[src/rtl/icg_ctrl_pkg.sv]
// Shared types for the ICG enable sequencer: FSM state enum and STATE encodings.
// Latency: n/a (types and constants only).
// Backpressure: n/a.
package icg_ctrl_pkg;

  // Encodings driven on the STATE debug port.
  localparam logic [1:0] ST_ENC_OFF  = 2'd0;
  localparam logic [1:0] ST_ENC_WAKE = 2'd1;
  localparam logic [1:0] ST_ENC_ON   = 2'd2;
  localparam logic [1:0] ST_ENC_IDLE = 2'd3;

  typedef enum logic [1:0] {
    S_OFF  = ST_ENC_OFF,
    S_WAKE = ST_ENC_WAKE,
    S_ON   = ST_ENC_ON,
    S_IDLE = ST_ENC_IDLE
  } icg_state_t;

  function automatic int max_int(input int a, input int b);
    return (a > b) ? a : b;
  endfunction

endpackage

[src/rtl/icg_ctrl_cnt.sv]
// Loadable saturating up-counter with terminal compare, shared by WAKE and IDLE.
// Latency: load/increment visible one cycle later; tc_o is combinational on the current count.
// Backpressure: none; load has priority over increment, increment stops at all-ones.
// Ports: clk_i/rst_ni clock and async active-low reset; load_i/load_val_i reload;
//        inc_i count enable; term_i compare value; tc_o high while count == term_i.
module icg_ctrl_cnt #(
  parameter int W = 4
) (
  input  logic         clk_i,
  input  logic         rst_ni,
  input  logic         load_i,
  input  logic [W-1:0] load_val_i,
  input  logic         inc_i,
  input  logic [W-1:0] term_i,
  output logic         tc_o
);

  logic [W-1:0] cnt_q;
  logic [W-1:0] cnt_d;

  always_comb begin
    cnt_d = cnt_q;
    if (load_i) begin
      cnt_d = load_val_i;
    end else if (inc_i && (cnt_q != {W{1'b1}})) begin
      cnt_d = cnt_q + {{(W-1){1'b0}}, 1'b1};
    end
  end

  always_ff @(posedge clk_i or negedge rst_ni) begin
    if (!rst_ni) begin
      cnt_q <= '0;
    end else begin
      cnt_q <= cnt_d;
    end
  end

  assign tc_o = (cnt_q == term_i);

endmodule

[src/rtl/icg_enable_ctrl.sv]
// Enable sequencer for a negative-clock ICG: opens on request, acks after a settle time, closes after idle run.
// Latency: E rises one edge after REQ is sampled in OFF; ACK follows WAKE_CYCLES edges later.
// Backpressure: REQ/BUSY are levels; REQ changes during WAKE are ignored, BUSY holds the gate open but never wakes it.
// Ports: CLK free-running clock; RN async active-low reset; REQ/BUSY client request/activity;
//        SE scan enable; E/ACK registered gate enable and clock-valid; TE = SE; STATE debug state;
//        FORCE_ON only exists when ICG_CTRL_FORCE_ON_EN is defined.
module icg_enable_ctrl
  import icg_ctrl_pkg::*;
#(
  parameter int IDLE_CYCLES = 8,
  parameter int WAKE_CYCLES = 2
) (
  input  logic       CLK,
  input  logic       RN,
  input  logic       REQ,
  input  logic       BUSY,
  input  logic       SE,
  output logic       E,
  output logic       TE,
  output logic       ACK,
  output logic [1:0] STATE
`ifdef ICG_CTRL_FORCE_ON_EN
  ,
  input  logic       FORCE_ON
`endif
);

  localparam int CW = $clog2(max_int(IDLE_CYCLES, WAKE_CYCLES) + 1);

  localparam logic [CW-1:0] CNT_ZERO  = '0;
  localparam logic [CW-1:0] CNT_ONE   = CW'(1);
  localparam logic [CW-1:0] WAKE_TERM = CW'(WAKE_CYCLES);
  localparam logic [CW-1:0] IDLE_TERM = CW'(IDLE_CYCLES - 1);

  icg_state_t    state_q;
  icg_state_t    state_d;
  logic          e_q;
  logic          e_d;
  logic          ack_q;
  logic          ack_d;

  logic          force_on;
  logic          wake_req;
  logic          idle;

  logic          cnt_load;
  logic [CW-1:0] cnt_load_val;
  logic          cnt_inc;
  logic [CW-1:0] cnt_term;
  logic          cnt_tc;

`ifdef ICG_CTRL_FORCE_ON_EN
  assign force_on = FORCE_ON;
`else
  assign force_on = 1'b0;
`endif

  assign wake_req = REQ | force_on;
  // BUSY and FORCE_ON keep the gate open, but only REQ/FORCE_ON can wake it.
  assign idle     = ~(REQ | BUSY | force_on);

  icg_ctrl_cnt #(
    .W (CW)
  ) u_cnt (
    .clk_i      (CLK),
    .rst_ni     (RN),
    .load_i     (cnt_load),
    .load_val_i (cnt_load_val),
    .inc_i      (cnt_inc),
    .term_i     (cnt_term),
    .tc_o       (cnt_tc)
  );

  always_comb begin
    state_d      = state_q;
    cnt_load     = 1'b0;
    cnt_load_val = CNT_ZERO;
    cnt_inc      = 1'b0;
    cnt_term     = CNT_ZERO;
    case (state_q)
      S_OFF: begin
        if (wake_req) begin
          state_d      = S_WAKE;
          cnt_load     = 1'b1;
          cnt_load_val = CNT_ONE;
        end
      end
      S_WAKE: begin
        cnt_term = WAKE_TERM;
        if (cnt_tc) begin
          state_d  = S_ON;
          cnt_load = 1'b1;
        end else begin
          cnt_inc = 1'b1;
        end
      end
      S_ON: begin
        if (idle) begin
          cnt_load = 1'b1;
          if (IDLE_CYCLES == 1) begin
            state_d = S_OFF;
          end else begin
            state_d      = S_IDLE;
            cnt_load_val = CNT_ONE;
          end
        end
      end
      S_IDLE: begin
        // The first idle edge was taken in ON, so the count expires at IDLE_CYCLES-1.
        cnt_term = IDLE_TERM;
        if (!idle) begin
          state_d  = S_ON;
          cnt_load = 1'b1;
        end else if (cnt_tc) begin
          state_d  = S_OFF;
          cnt_load = 1'b1;
        end else begin
          cnt_inc = 1'b1;
        end
      end
      default: begin
        state_d  = S_OFF;
        cnt_load = 1'b1;
      end
    endcase
  end

  // Outputs registered from the next state so E only moves just after a rising edge.
  always_comb begin
    e_d   = (state_d != S_OFF);
    ack_d = (state_d == S_ON) || (state_d == S_IDLE);
  end

  always_ff @(posedge CLK or negedge RN) begin
    if (!RN) begin
      state_q <= S_OFF;
      e_q     <= 1'b0;
      ack_q   <= 1'b0;
    end else begin
      state_q <= state_d;
      e_q     <= e_d;
      ack_q   <= ack_d;
    end
  end

  assign E     = e_q;
  assign ACK   = ack_q;
  assign STATE = state_q;
  // Scan shift must always reach the gated domain, independent of reset and FSM.
  assign TE    = SE;

endmodule

[config.mk]
export PLATFORM = sky130hd
export DESIGN_NAME = icg_enable_ctrl
export DESIGN_NICKNAME = d
export VERILOG_FILES = /design/src/rtl/icg_ctrl_pkg.sv /design/src/rtl/icg_ctrl_cnt.sv /design/src/rtl/icg_enable_ctrl.sv
export SDC_FILE = /design/constraint.sdc
export NUM_CORES = 1
export LEC_CHECK = 0
export CAP_MARGIN = 20
export CORE_AREA = 5 5 42 44
export CTS_CLUSTER_SIZE = 40
export DETAILED_ROUTE_END_ITERATION = 12
export DIE_AREA = 0 0 47 49
export SLEW_MARGIN = 5
export SYNTH_ARGS = -nofsm -noshare
export SYNTH_HDL_FRONTEND = slang
export SYNTH_SLANG_ARGS = --single-unit
export TNS_END_PERCENT = 5
[constraint.sdc]
create_clock -name CLK -period 2.1 [get_ports CLK]
set_clock_uncertainty 0.15 [all_clocks]
set_input_delay 0.63 -clock CLK [delete_from_list [all_inputs] [get_ports CLK]]
set_output_delay 0.63 -clock CLK [all_outputs]
set_load 0.01 [all_outputs]
==> summary.txt <==
Floorplanning
  – Total core area: 1401 µm²
  – DIE WIDTH: 47 µm
  – Starting Density: 34.11%
  – Cell row count: 14
  – Chip height: 49 µm
  – I/O Pins: 10
  – Die area: 2303 µm²

Critical path
  – Crit path max fanout: 6
  – Reg2Reg Launch Point: STATE[1]
  – Number of buffers and inverters on the critical path: 1
  – Startpoint types: register
  – Register-to-Register Path Depth: 5
  – Slowest CP cell: clkdlybuf4s50_1
  – R2R Path End: u_cnt.cnt_q[3]
  – Worst Setup End Kind: primary output
  – R2R Setup Slk: 240 ps
  – Largest delay share family, worst path: buffers and inverters
  – Max incr delay on CP: 570 ps
  – Worst path arrival time: 1240 ps
  – CP Cell Sequence: clkdlybuf4s50_1
  – CP Class: register to primary output
  – Required time worst endpoint: 1320 ps

Placement
  – IO Port Bufs: 7
  – GP Congestion: 0.7881
  – DP HPWL: 783.4 µm
  – Placed Cells: 73

Global route
  – GR Overflow Total: 0
  – First-pass GRT wire length: 1711 µm
  – Largest net degree at the start of global routing: 12
  – Initial antenna violation count: 0
  – Vias in the first global route: 386
  – Gr usage total: 10.80%

Finish
  – Area Growth Syn to Fin: 29.06%
  – Share of cells above drive strength 1: 23.33%
  – Core Util, Final: 44.02%
  – Commonest non-fill, non-tap cells in the layout: 8 x dfrtp_1, 7 x clkdlybuf4s50_1, 6 x buf_4
  – Most common cell after layout, fill and taps aside: dfrtp_1
  – Non-filler instance count after layout: 76
  – FF/Latch Area: 200.2 µm²
  – Area of the multi-input gates: 259.0 µm²
  – # diodes: 0
  – Nets: 68
  – Fillcell total: 148

Clock tree
  – # hold bufs at CTS: 0
  – Clock buffer depth: 2
  – TritonCTS clock tree: yes
  – H-tree levels: 1
  – Num CTS Buffers: 3
  – Clk pin slew, worst setup/hold paths: 50 ps
  – Clock sinks: 8
  – Latest clock arrival within the worst-skew pair: 250 ps
  – CTS root buffer: clkbuf_4

Power and ir drop
  – Reg power frac: 50.9%
  – Power density over the cells: 522.5 nW/µm²
  – Psw: 0.07632 mW
  – Combinational power share: 12.6%
  – Sw Ratio: 23.68%
  – Power share of the clock group: 36.5%
  – VDD IR-drop max: 276.0 µV
  – P_int: 0.2460 mW
  – Leakage: 0.2454 nW
  – Total Power: 0.3223 mW

STA
  – Clock period minus worst slack: 2021 ps
  – Slew Limit Fails: 0
  – Final worst-path cycle share: 96.25%
  – Final-report hold violation count: 0
  – Fmax: 494.8 MHz
  – Normalized max-slew margin: 75.62%
  – Slew at the pin closest to its max-slew limit: 364.6 ps
  – Count of final setup violators: 0
  – RSZ-0062 raised after global routing: no

Route
  – Routed Antenna Nets: 0
  – Vias per inst: 5.750
  – Routed wire length: 997 µm
  – Via Count: 437
  – Remaining DRCs: 0
  – DR iter-0 viols: 10
  – DR pass1 iterations: 4
  – Post-DR wirelength/cell: 13.12 µm

Min path
  – Worst Hold Path EP: u_cnt.cnt_q[1]
  – Hold path start: u_cnt.cnt_q[1]
  – Hold Path Depth: 2
  – Worst min-delay path class: register to register

Synthesis
  – #FFs+latches synth: 8
  – Synth Instances: 47
  – Mapped Area: 478.0 µm²
  – Syn_area_per_cell: 10.17 µm²
  – Seq/Total Area, Yosys: 41.88%
  – Synth warn: 0
  – Netlist cell types: 29
  – Syn Nets: 53

Run status
  – Outcome: finished clean

Run
  – Max_cap viols: 0
[state kept, by name, summed over array words and instances (netlist names)]
name         flops
u_cnt.cnt_q      4
STATE            2
ACK              1
E                1
[stage by stage]
stage / TNS, ps / hold WS (ps) / instance area, µm² / worst slack (ps)
final: 0 / 450.8 / 616.8 / 78.80
after global routing: 0 / 480.6 / 616.8 / 24.06
after CTS: 0 / 450.9 / 613.1 / 27.42
after detailed placement: -706.2 / 438.8 / 590.6 / -238.1
after global placement: -564.8 / 441.3 / 590.6 / -234.1
after floorplan: 0 / 184.4 / 478.0 / 307.4
[Yosys cell counts]
cell | instances | area (µm²)
a21oi_1 | 3 | 15.01
a2bb2oi_1 | 1 | 8.760
a31oi_1 | 1 | 6.260
a41oi_1 | 1 | 8.760
and3_4 | 1 | 11.26
and3b_1 | 1 | 8.760
and4b_1 | 1 | 10.01
buf_4 | 1 | 7.510
buf_6 | 1 | 11.26
clkbuf_1 | 1 | 3.750
dfrtp_1 | 8 | 200.2
ha_1 | 1 | 12.51
mux2_2 | 2 | 22.52
nand2_1 | 3 | 11.26
nand2b_1 | 1 | 6.260
nand3_1 | 3 | 15.01
nand4_1 | 2 | 12.51
nor2_1 | 1 | 3.750
nor2b_1 | 1 | 6.260
nor3_1 | 1 | 5.000
o21a_4 | 1 | 15.01
o21ai_0 | 3 | 15.01
o21ai_1 | 1 | 5.000
o21bai_1 | 1 | 7.510
o311a_1 | 1 | 10.01
o31ai_1 | 1 | 7.510
or3_1 | 1 | 6.260
or3b_1 | 2 | 17.52
or4_1 | 1 | 7.510
[repair_timing]
item | in CTS | in global routing
hold endpoints to repair | 0 | 0
buffers inserted | 0 | 0
setup endpoints to repair | 0 | 1
gates resized for setup | 0 | 1
[metal layers]
layer	wire length, µm	part of all wire, %	up-vias	global-route usage [%]
met4	55	5.5	0	12.44
met5	0	0	-	0
met2	459	46	13	13.80
met1	430	43	210	13.80
met3	52	5.2	4	1.107
li1	-	-	210	-
[worst register-to-register path, delay by kind of cell (launching register included)]
| family | cells | cell delay (ps) |
|---|---|---|
| buffers and inverters | 1 | 180 |
| AND/OR/NAND/NOR | 2 | 660 |
| AO/OA/AOI/OAI | 2 | 390 |
| flip-flops | 1 | 420 |
[logic make-up after synthesis]
logic type	Yosys count	synth area share (%)
simple gates	19	25.39
compound gates	14	20.68
flops	8	41.88
buf+inv	3	4.712
mux	2	4.712
fa+ha+maj	1	2.617
[how the worst max path moves through the flow]
stage / from / to / slack (ps) / cells past startpoint
2_1_floorplan: REQ / u_cnt.cnt_q[3] / 310 / 4
3_3_place_gp: BUSY / u_cnt.cnt_q[3] / -230 / 5
3_5_place_dp: REQ / u_cnt.cnt_q[3] / -240 / 5
4_1_cts: REQ / u_cnt.cnt_q[3] / 30 / 5
5_1_grt: STATE[1] / STATE[1] / 20 / 1
6_report: STATE[1] / STATE[1] / 80 / 1
[power groups by stage]
stage | clock, mW | combinational [mW] | sequential [mW]
finish | 0.118 | 0.0406 | 0.164
global route | 0.134 | 0.0457 | 0.165
CTS | 0.126 | 0.0406 | 0.164
detailed placement | 0 | 0.0404 | 0.167
global placement | 0 | 0.0397 | 0.167
floorplan | 0 | 0.0209 | 0.166
[area by class of cell]
cell class	instances	share of cell area [%]
flip-flops and latches	8	32.45
repair buffers	13	18.66
multi-input cells	36	41.99
well taps	16	3.245
clock buffers	3	3.651
Power figures use the tool's default switching activity.
